`src/rtl/aes_round_ctrl.sv`:
```
// Round sequencer for an iterative AES-128 datapath: enables, selects, round, Rcon, done.
// Optional macro AES_CTRL_RESTART_EN: a load fall while busy or done restarts encryption.
module aes_round_ctrl #(
  parameter int SBOX_LAT = 1
) (
  input  logic       clk,
  input  logic       reset,
  input  logic       load,
  output logic       state_en,
  output logic       state_sel,
  output logic       key_en,
  output logic       key_sel,
  output logic [3:0] round,
  output logic [7:0] rcon,
  output logic       skip_mix,
  output logic       busy,
  output logic       done
);

  typedef enum logic [2:0] {IDLE, INIT, SUB, UPD, DONE} state_t;

  localparam logic [1:0] WAIT_LAST = (SBOX_LAT > 0) ? 2'(SBOX_LAT - 1) : 2'd0;
  localparam bit         NO_WAIT   = (SBOX_LAT == 0);

  state_t     state, state_next;
  logic       load_q;
  logic [3:0] round_q, round_next;
  logic [1:0] wait_q, wait_next;
  logic       start, rise;

  assign start = load_q & ~load;
  assign rise  = ~load_q & load;

  always_ff @(posedge clk) begin
    if (reset) begin
      state   <= IDLE;
      round_q <= 4'd0;
      wait_q  <= 2'd0;
      load_q  <= 1'b0;
    end else begin
      state   <= state_next;
      round_q <= round_next;
      wait_q  <= wait_next;
      load_q  <= load;
    end
  end

  always_comb begin
    state_next = state;
    round_next = round_q;
    wait_next  = wait_q;
    state_en   = 1'b0;
    state_sel  = 1'b0;
    key_en     = 1'b0;
    key_sel    = 1'b0;
    busy       = 1'b0;
    done       = 1'b0;
    case (state)
      IDLE: begin
        if (start) begin
          state_next = INIT;
          round_next = 4'd0;
        end
      end
      INIT: begin
        state_en   = 1'b1;
        key_en     = 1'b1;
        busy       = 1'b1;
        round_next = 4'd1;
        wait_next  = 2'd0;
        state_next = NO_WAIT ? UPD : SUB;
      end
      SUB: begin
        // Hold everything while the synchronous sbox output settles.
        busy = 1'b1;
        if (wait_q == WAIT_LAST) begin
          state_next = UPD;
          wait_next  = 2'd0;
        end else begin
          wait_next = wait_q + 2'd1;
        end
      end
      UPD: begin
        state_en  = 1'b1;
        state_sel = 1'b1;
        key_en    = 1'b1;
        key_sel   = 1'b1;
        busy      = 1'b1;
        if (round_q == 4'd10) begin
          state_next = DONE;
        end else begin
          round_next = round_q + 4'd1;
          wait_next  = 2'd0;
          state_next = NO_WAIT ? UPD : SUB;
        end
      end
      DONE: begin
        done = 1'b1;
        if (rise) begin
          state_next = IDLE;
          round_next = 4'd0;
        end
      end
      default: begin
        state_next = IDLE;
        round_next = 4'd0;
        wait_next  = 2'd0;
      end
    endcase
`ifdef AES_CTRL_RESTART_EN
    if (start && state != IDLE) begin
      state_next = INIT;
      round_next = 4'd0;
      wait_next  = 2'd0;
    end
`endif
  end

  assign round    = round_q;
  assign skip_mix = (state == SUB || state == UPD) && (round_q == 4'd10);

  always_comb begin
    case (round_q)
      4'd1:    rcon = 8'h01;
      4'd2:    rcon = 8'h02;
      4'd3:    rcon = 8'h04;
      4'd4:    rcon = 8'h08;
      4'd5:    rcon = 8'h10;
      4'd6:    rcon = 8'h20;
      4'd7:    rcon = 8'h40;
      4'd8:    rcon = 8'h80;
      4'd9:    rcon = 8'h1b;
      4'd10:   rcon = 8'h36;
      default: rcon = 8'h00;
    endcase
  end

endmodule

```
`config.mk`:
```
export PLATFORM = sky130hd
export DESIGN_NAME = aes_round_ctrl
export DESIGN_NICKNAME = d
export VERILOG_FILES = /design/src/rtl/aes_round_ctrl.sv
export SDC_FILE = /design/constraint.sdc
export NUM_CORES = 1
export LEC_CHECK = 0
export ABC_AREA = 1
export CAP_MARGIN = 30
export CORE_ASPECT_RATIO = 0.9
export CORE_MARGIN = 4
export CORE_UTILIZATION = 45
export CTS_BUF_LIST = sky130_fd_sc_hd__clkbuf_4 sky130_fd_sc_hd__clkbuf_8 sky130_fd_sc_hd__clkbuf_16
export DETAILED_ROUTE_END_ITERATION = 8
export DONT_BUFFER_PORTS = 1
export PLACE_DENSITY = 0.62
export SYNTH_ARGS = -nofsm -noshare
export SYNTH_HDL_FRONTEND = slang
export SYNTH_SLANG_ARGS = --single-unit
```
`constraint.sdc`:
```
create_clock -name clk -period 2 [get_ports clk]
set_input_delay 0.4 -clock clk [delete_from_list [all_inputs] [get_ports clk]]
set_output_delay 0.4 -clock clk [all_outputs]
set_load 0.02 [all_outputs]
```
==> flow_metrics.env, run 1 <==
export IMPL_run_status="finished clean"
export IMPL_place_detailed_hpwl_um=1580
export IMPL_finalSetupViolations=0
export IMPL_grt_setup_unrepaired="false"
export IMPL_cts_buffer_depth=2
export IMPL_area_delta_synth_final_pct=12.0
export IMPL_postRouteAntennaNets=0
export IMPL_fill_cells=190
export IMPL_design_area_um2=1110
export IMPL_route_detailed_vias_per_inst=5.08
export IMPL_ys_ff_latch=18
export IMPL_finClkSkew_ns=0.0117
export IMPL_die_h_um=52.6
export IMPL_cts_setup_buffers=0
export IMPL_first_pass_grt_wire_length_um=3390
export IMPL_nNetsFinal=156
export IMPL_pin_count=22
export IMPL_power_leakage_nw=0.563
export IMPL_power_ir_vdd_worst_mv=0.464
export IMPL_timing_hold_violations_final=0
export IMPL_power_per_cell_area_nw_per_um2=942
export IMPL_max_slew_margin_rel=0.721
export IMPL_yosys_area_top_type_share=0.363
export IMPL_post_synthesis_cell_type_count=18
export IMPL_fp_dieArea_um2=3020
export IMPL_grt_remaining_overflow=0
export IMPL_cp_max_fo=5
export IMPL_r2r_slack_ns=0.20
export IMPL_sequential_cell_area_fraction_in_the_yosys_report=0.363
export IMPL_worst_ep_required_time_ns=2.26
export IMPL_postSynthCellCount=136
export IMPL_fin_cells=169
export IMPL_syn_area_per_cell_um2=7.30
export IMPL_synth_fp_nets=147
export IMPL_hold_path_end="state[1]"
export IMPL_crit_start="round[0]"
export IMPL_number_of_hold_buffers_added_after_cts=0
export IMPL_timing_worst_setup_path_type="register to register"
export IMPL_netlist_top_cell_by_area="dfxtp_1"
export IMPL_shortest_clock_period_the_worst_path_allows_after_layout_ns=1.80
export IMPL_placed_cell_area_um2=1050
export IMPL_max_freq_ghz=0.554
export IMPL_clock_tree_from_tritoncts="done"
export IMPL_cp_start_kind="register"
export IMPL_drt_wirelength_per_cell_um=12.1
export IMPL_drv_max_cap_violation_count=0
export IMPL_grt_max_degree=11
export IMPL_clock_root_buffer="clkbuf_4"
export IMPL_drc_errors=0
export IMPL_drt_iter0_markers=32
export IMPL_endpoint_arrival_time_on_the_critical_path_ns=2.07
export IMPL_htree_levels=1
export IMPL_setup_tns_final_ns=0
export IMPL_rr_worst_depth=14
export IMPL_worst_pin_slew_ns=0.417
export IMPL_min_delay_start="reset"
export IMPL_start_util=0.495
export IMPL_regToRegStartpoint="round[0]"
export IMPL_mappedNetlistArea_um2=993
export IMPL_timing_hold_worst_class="input port to register"
export IMPL_final_weighted_congestion_in_routability_driven_placement=0.845
export IMPL_clock_sink_count=18
export IMPL_most_frequent_standard_cell_in_the_layout_excluding_fill_and_tap_cells="nand2_1"
export IMPL_worst_setup_hold_path_clk_slew_ns=0.12
export IMPL_core_rowCount=15
export IMPL_grt_total_usage=0.150
export IMPL_number_of_global_route_vias_before_repair=731
export IMPL_placeableCoreArea_um2=2010
export IMPL_whs_path_depth=1
export IMPL_num_antenna_cells=0
export IMPL_most_used_cells_in_the_layout_excluding_fill_and_tap_cells="34 x nand2_1, 21 x inv_1, 17 x dfxtp_1"
export IMPL_slew_viol_final=0
export IMPL_dp_cells=165
export IMPL_synth_top_cells_by_area="dfxtp_1 36%, nand2_1 13%, ha_1 10%"
export IMPL_drt_pre_antenna_iters=4
export IMPL_post_route_util=0.554
export IMPL_timing_rr_end="rcon[4]"
export IMPL_timing_critical_path_to_type="register"
export IMPL_post_cts_resized=0
export IMPL_fraction_of_final_layout_cells_with_drive_strength_greater_than_1=0.208
export IMPL_initial_antenna_violation_count=0
export IMPL_later_pin_clock_latency_in_the_skew_report_ns=0.31
export IMPL_chipWidth_um=57.5
export IMPL_routed_wl_um=2040
export IMPL_final_period_utilization=0.902
export IMPL_routed_via_count=859
export IMPL_synth_warnings=0
export IMPL_placement_io_buffers=0
export IMPL_numCtsBuffers=3
==> per-stage QoR <==
| step | hold WS (ns) | total power, mW | setup WS (ns) |
|---|---|---|---|
| after global placement | 0.444 | 0.799 | 0.205 |
| after global routing | 0.122 | 1.12 | 0.0144 |
| final | 0.144 | 1.05 | 0.196 |
| after detailed placement | 0.451 | 0.804 | 0.171 |
| after floorplan | 0.433 | 0.729 | 0.0106 |
| after CTS | 0.136 | 1.04 | 0.154 |
==> area by class of cell <==
cell class	instances	area, um2	share of cell area
Clock buffer	4	36.3	0.0326
Tap cell	25	31.3	0.0281
Inverter	24	90.1	0.0810
Multi-Input combinational cell	92	548	0.493
Timing Repair Buffer	6	45.0	0.0405
Sequential cell	18	362	0.325
==> critical path, stage by stage (launching register included) <==
cell,delay [ns]
dfxtp_2,0.34
inv_1,0.05
ha_1,0.21
nand2_1,0.08
nor2_1,0.05
nand2_1,0.07
nand2_2,0.07
nor2_4,0.12
nand2_1,0.11
nand3_4,0.12
inv_2,0.06
ha_1,0.29
inv_1,0.05
nand3_1,0.09
nand2_1,0.07
==> synth_stat cells <==
| master | number |
|---|---|
| nand2_2 | 2 |
| nand4_1 | 1 |
| and2_1 | 1 |
| buf_4 | 2 |
| nor2_4 | 4 |
| nand2_1 | 34 |
| o21ai_0 | 2 |
| nand3_2 | 5 |
| ha_1 | 8 |
| a21oi_1 | 4 |
| inv_2 | 3 |
| nor2_2 | 2 |
| inv_1 | 21 |
| o2111a_1 | 1 |
| or2_2 | 1 |
| nor2_1 | 12 |
| nand3_1 | 15 |
| dfxtp_1 | 18 |
==> worst max-delay path by stage <==
stage | end | cells past startpoint
floorplan | rcon[1] | 12
global placement | rcon[4] | 13
detailed placement | rcon[4] | 14
CTS | rcon[4] | 14
global route | rcon[1] | 14
finish | rcon[4] | 14
==> report_power, final <==
| group | internal [mW] | switching [mW] | leakage, nW |
|---|---|---|---|
| Combinational | 0.111 | 0.241 | 0.394 |
| Clock | 0.111 | 0.126 | 0.0210 |
| Sequential | 0.403 | 0.0547 | 0.147 |
| Total | 0.626 | 0.422 | 0.563 |
==> layer usage <==
layer  track usage  vias to the layer above  part of all wire  routed length (um)
met4        0.0927                        0             0.028                  57
li1              -                      440                 -                   -
met2         0.212                       29              0.41                 826
met3        0.0468                        7             0.076                 155
met1         0.195                      383              0.49                 999
met5             0                        -                 0                   0
==> kinds of logic after synthesis <==
logic type,Yosys count,synth area share
buf+inv,26,0.106
simple gates,77,0.389
flops,18,0.363
compound gates,7,0.0416
fa+ha+maj,8,0.101
==> registers in the layout, summed over array words and instances (netlist names) <==
register	count
round	4
wait_q	2
state	3
load_q	1
rcon	8
Power figures use the tool's default switching activity.
==> run 2: changes to the inputs <==
CORE_MARGIN = unset   (was 4)
GPL_ROUTABILITY_DRIVEN = 0   (was unset)
PLACE_DENSITY = unset   (was 0.62)
==> flow_metrics.env, run 2 (same netlist as run 1, synthesis figures left out) <==
export IMPL_worst_setup_hold_path_clk_slew_ns=0.11
export IMPL_hold_path_end="state[2]"
export IMPL_cp_start_kind="register"
export IMPL_post_cts_resized=0
export IMPL_netSwitchingFraction=0.393
export IMPL_grt_most_used_layer="met2"
export IMPL_num_antenna_cells=0
export IMPL_grt_max_degree=11
export IMPL_worst_path_dominant_cell_family="simple AND/OR/NAND/NOR gates"
export IMPL_r2r_slack_ns=0.19
export IMPL_drc_errors=0
export IMPL_finClkSkew_ns=0.00578
export IMPL_fill_cells=200
export IMPL_grt_remaining_overflow=0
export IMPL_clock_tree_from_tritoncts="done"
export IMPL_placed_cell_area_um2=1050
export IMPL_clock_root_buffer="clkbuf_4"
export IMPL_grt_total_usage=0.192
export IMPL_placeableCoreArea_um2=1990
export IMPL_whs_ns=0.150
export IMPL_initial_antenna_violation_count=0
export IMPL_min_delay_start="reset"
export IMPL_drt_wirelength_per_cell_um=11.6
export IMPL_fp_dieArea_um2=2400
export IMPL_setup_tns_final_ns=0
export IMPL_drt_pre_antenna_iters=4
export IMPL_power_ir_vdd_worst_mv=0.523
export IMPL_switchingPower_mw=0.402
export IMPL_groute_layer_met2_usage=0.294
export IMPL_power_per_cell_area_nw_per_um2=937
export IMPL_timing_hold_worst_class="input port to register"
export IMPL_placement_setup_worst_slack_ns=0.188
export IMPL_timing_final_ws_setup_ns=0.194
export IMPL_start_util=0.499
export IMPL_route_detailed_vias_per_inst=5.07
export IMPL_crit_top_cell="nand2_1"
export IMPL_placement_io_buffers=0
export IMPL_crit_path_top_delay_cell="dfxtp_1"
export IMPL_worst_ep_required_time_ns=2.21
export IMPL_power_leakage_nw=0.561
export IMPL_use_met3=0.0660
export IMPL_die_h_um=46.6
export IMPL_area_delta_synth_final_pct=9.82
export IMPL_total_power_mw=1.02
export IMPL_finalSetupViolations=0
export IMPL_drt_iter0_markers=33
export IMPL_pin_count=22
export IMPL_timing_critical_path_to_type="register"
export IMPL_critical_path_max_stage_delay_ns=0.34
export IMPL_timing_rr_end="rcon[4]"
export IMPL_combinationalPowerShare=0.331
export IMPL_place_detailed_hpwl_um=1490
export IMPL_crit_chain="inv_1, ha_1, nand2_1, nor2_1, nand2_1, nand2_2, nor2_4, nand2_1, nand3_2, inv_2, ha_1, inv_1, nand3_1, nand2_1"
export IMPL_later_pin_clock_latency_in_the_skew_report_ns=0.30
export IMPL_regToRegStartpoint="round[0]"
export IMPL_slew_viol_final=0
export IMPL_cp_max_fo=5
export IMPL_fraction_of_final_layout_cells_with_drive_strength_greater_than_1=0.188
export IMPL_timing_hold_violations_final=0
export IMPL_global_route_usage_met1=0.244
export IMPL_max_slew_margin_rel=0.720
export IMPL_postRouteAntennaNets=0
export IMPL_share_clk_of_total_power=0.223
export IMPL_most_used_cells_in_the_layout_excluding_fill_and_tap_cells="34 x nand2_1, 21 x inv_1, 18 x dfxtp_1"
export IMPL_design_area_um2=1090
export IMPL_numCtsBuffers=3
export IMPL_whs_path_depth=1
export IMPL_drv_max_cap_violation_count=0
export IMPL_internal_power_mw=0.620
export IMPL_cts_buffer_depth=2
export IMPL_run_status="finished clean"
export IMPL_routed_wl_um=1960
export IMPL_largest_register_ffs=8
export IMPL_rr_worst_depth=14
export IMPL_htree_levels=1
export IMPL_clock_sink_count=18
export IMPL_first_pass_grt_wire_length_um=3300
export IMPL_timing_worst_setup_path_type="register to register"
export IMPL_grt_setup_unrepaired="false"
export IMPL_worst_pin_slew_ns=0.419
export IMPL_number_of_global_route_vias_before_repair=780
export IMPL_max_freq_ghz=0.554
export IMPL_routed_via_count=856
export IMPL_most_frequent_standard_cell_in_the_layout_excluding_fill_and_tap_cells="nand2_1"
export IMPL_cts_setup_buffers=0
export IMPL_seq_power_share=0.446
export IMPL_shortest_clock_period_the_worst_path_allows_after_layout_ns=1.81
export IMPL_cp_num_buf_inv=3
export IMPL_nNetsFinal=156
export IMPL_chipWidth_um=51.5
export IMPL_core_rowCount=15
export IMPL_final_period_utilization=0.903
export IMPL_number_of_hold_buffers_added_after_cts=0
export IMPL_endpoint_arrival_time_on_the_critical_path_ns=2.01
==> run 2: cell count changes in the layout (fill, tap and decap cells not counted) <==
cell	delta
nor2_4	-1
dfxtp_1	+1
nor2_1	+1
nand3_1	+1
nand3_4	-1
dfxtp_2	-1
==> run 2: how the worst max path moves through the flow <==
stage / from / end / slack (ns) / cells after the start
CTS: round[0] / rcon[4] / 0.17 / 13
floorplan: round[1] / rcon[1] / 0.01 / 12
finish: round[0] / rcon[4] / 0.19 / 14
global placement: round[0] / rcon[4] / 0.20 / 13
global route: round[0] / rcon[1] / 0.03 / 14
detailed placement: round[0] / rcon[4] / 0.19 / 13
==> run 2: per-stage QoR <==
stage	utilization	std cells
3_5_place_dp	0.530	165
3_3_place_gp	0.530	165
4_1_cts	0.548	169
5_1_grt	0.548	169
2_1_floorplan	-	136
6_report	0.548	169
==> run 2: power by group through the flow <==
stage	Sequential (mW)	Clock [mW]	Combinational [mW]
floorplan	0.488	0	0.241
global placement	0.465	0	0.333
detailed placement	0.466	0	0.337
CTS	0.457	0.237	0.339
global route	0.463	0.243	0.384
finish	0.456	0.228	0.338
==> run 2: routing by layer <==
metal,part of all wire,vias up
met2,0.42,31
met1,0.48,381
li1,-,439
met4,0.018,0
met3,0.077,5
met5,0,-
==> run 2: layout make-up <==
class | instances | area [um2] | share of cell area
flip-flops and latches | 18 | 360 | 0.330
repair buffers | 6 | 45.0 | 0.0413
inverters | 24 | 90.1 | 0.0826
clock buffers | 4 | 36.3 | 0.0333
well taps | 25 | 31.3 | 0.0287
multi-input cells | 92 | 528 | 0.484
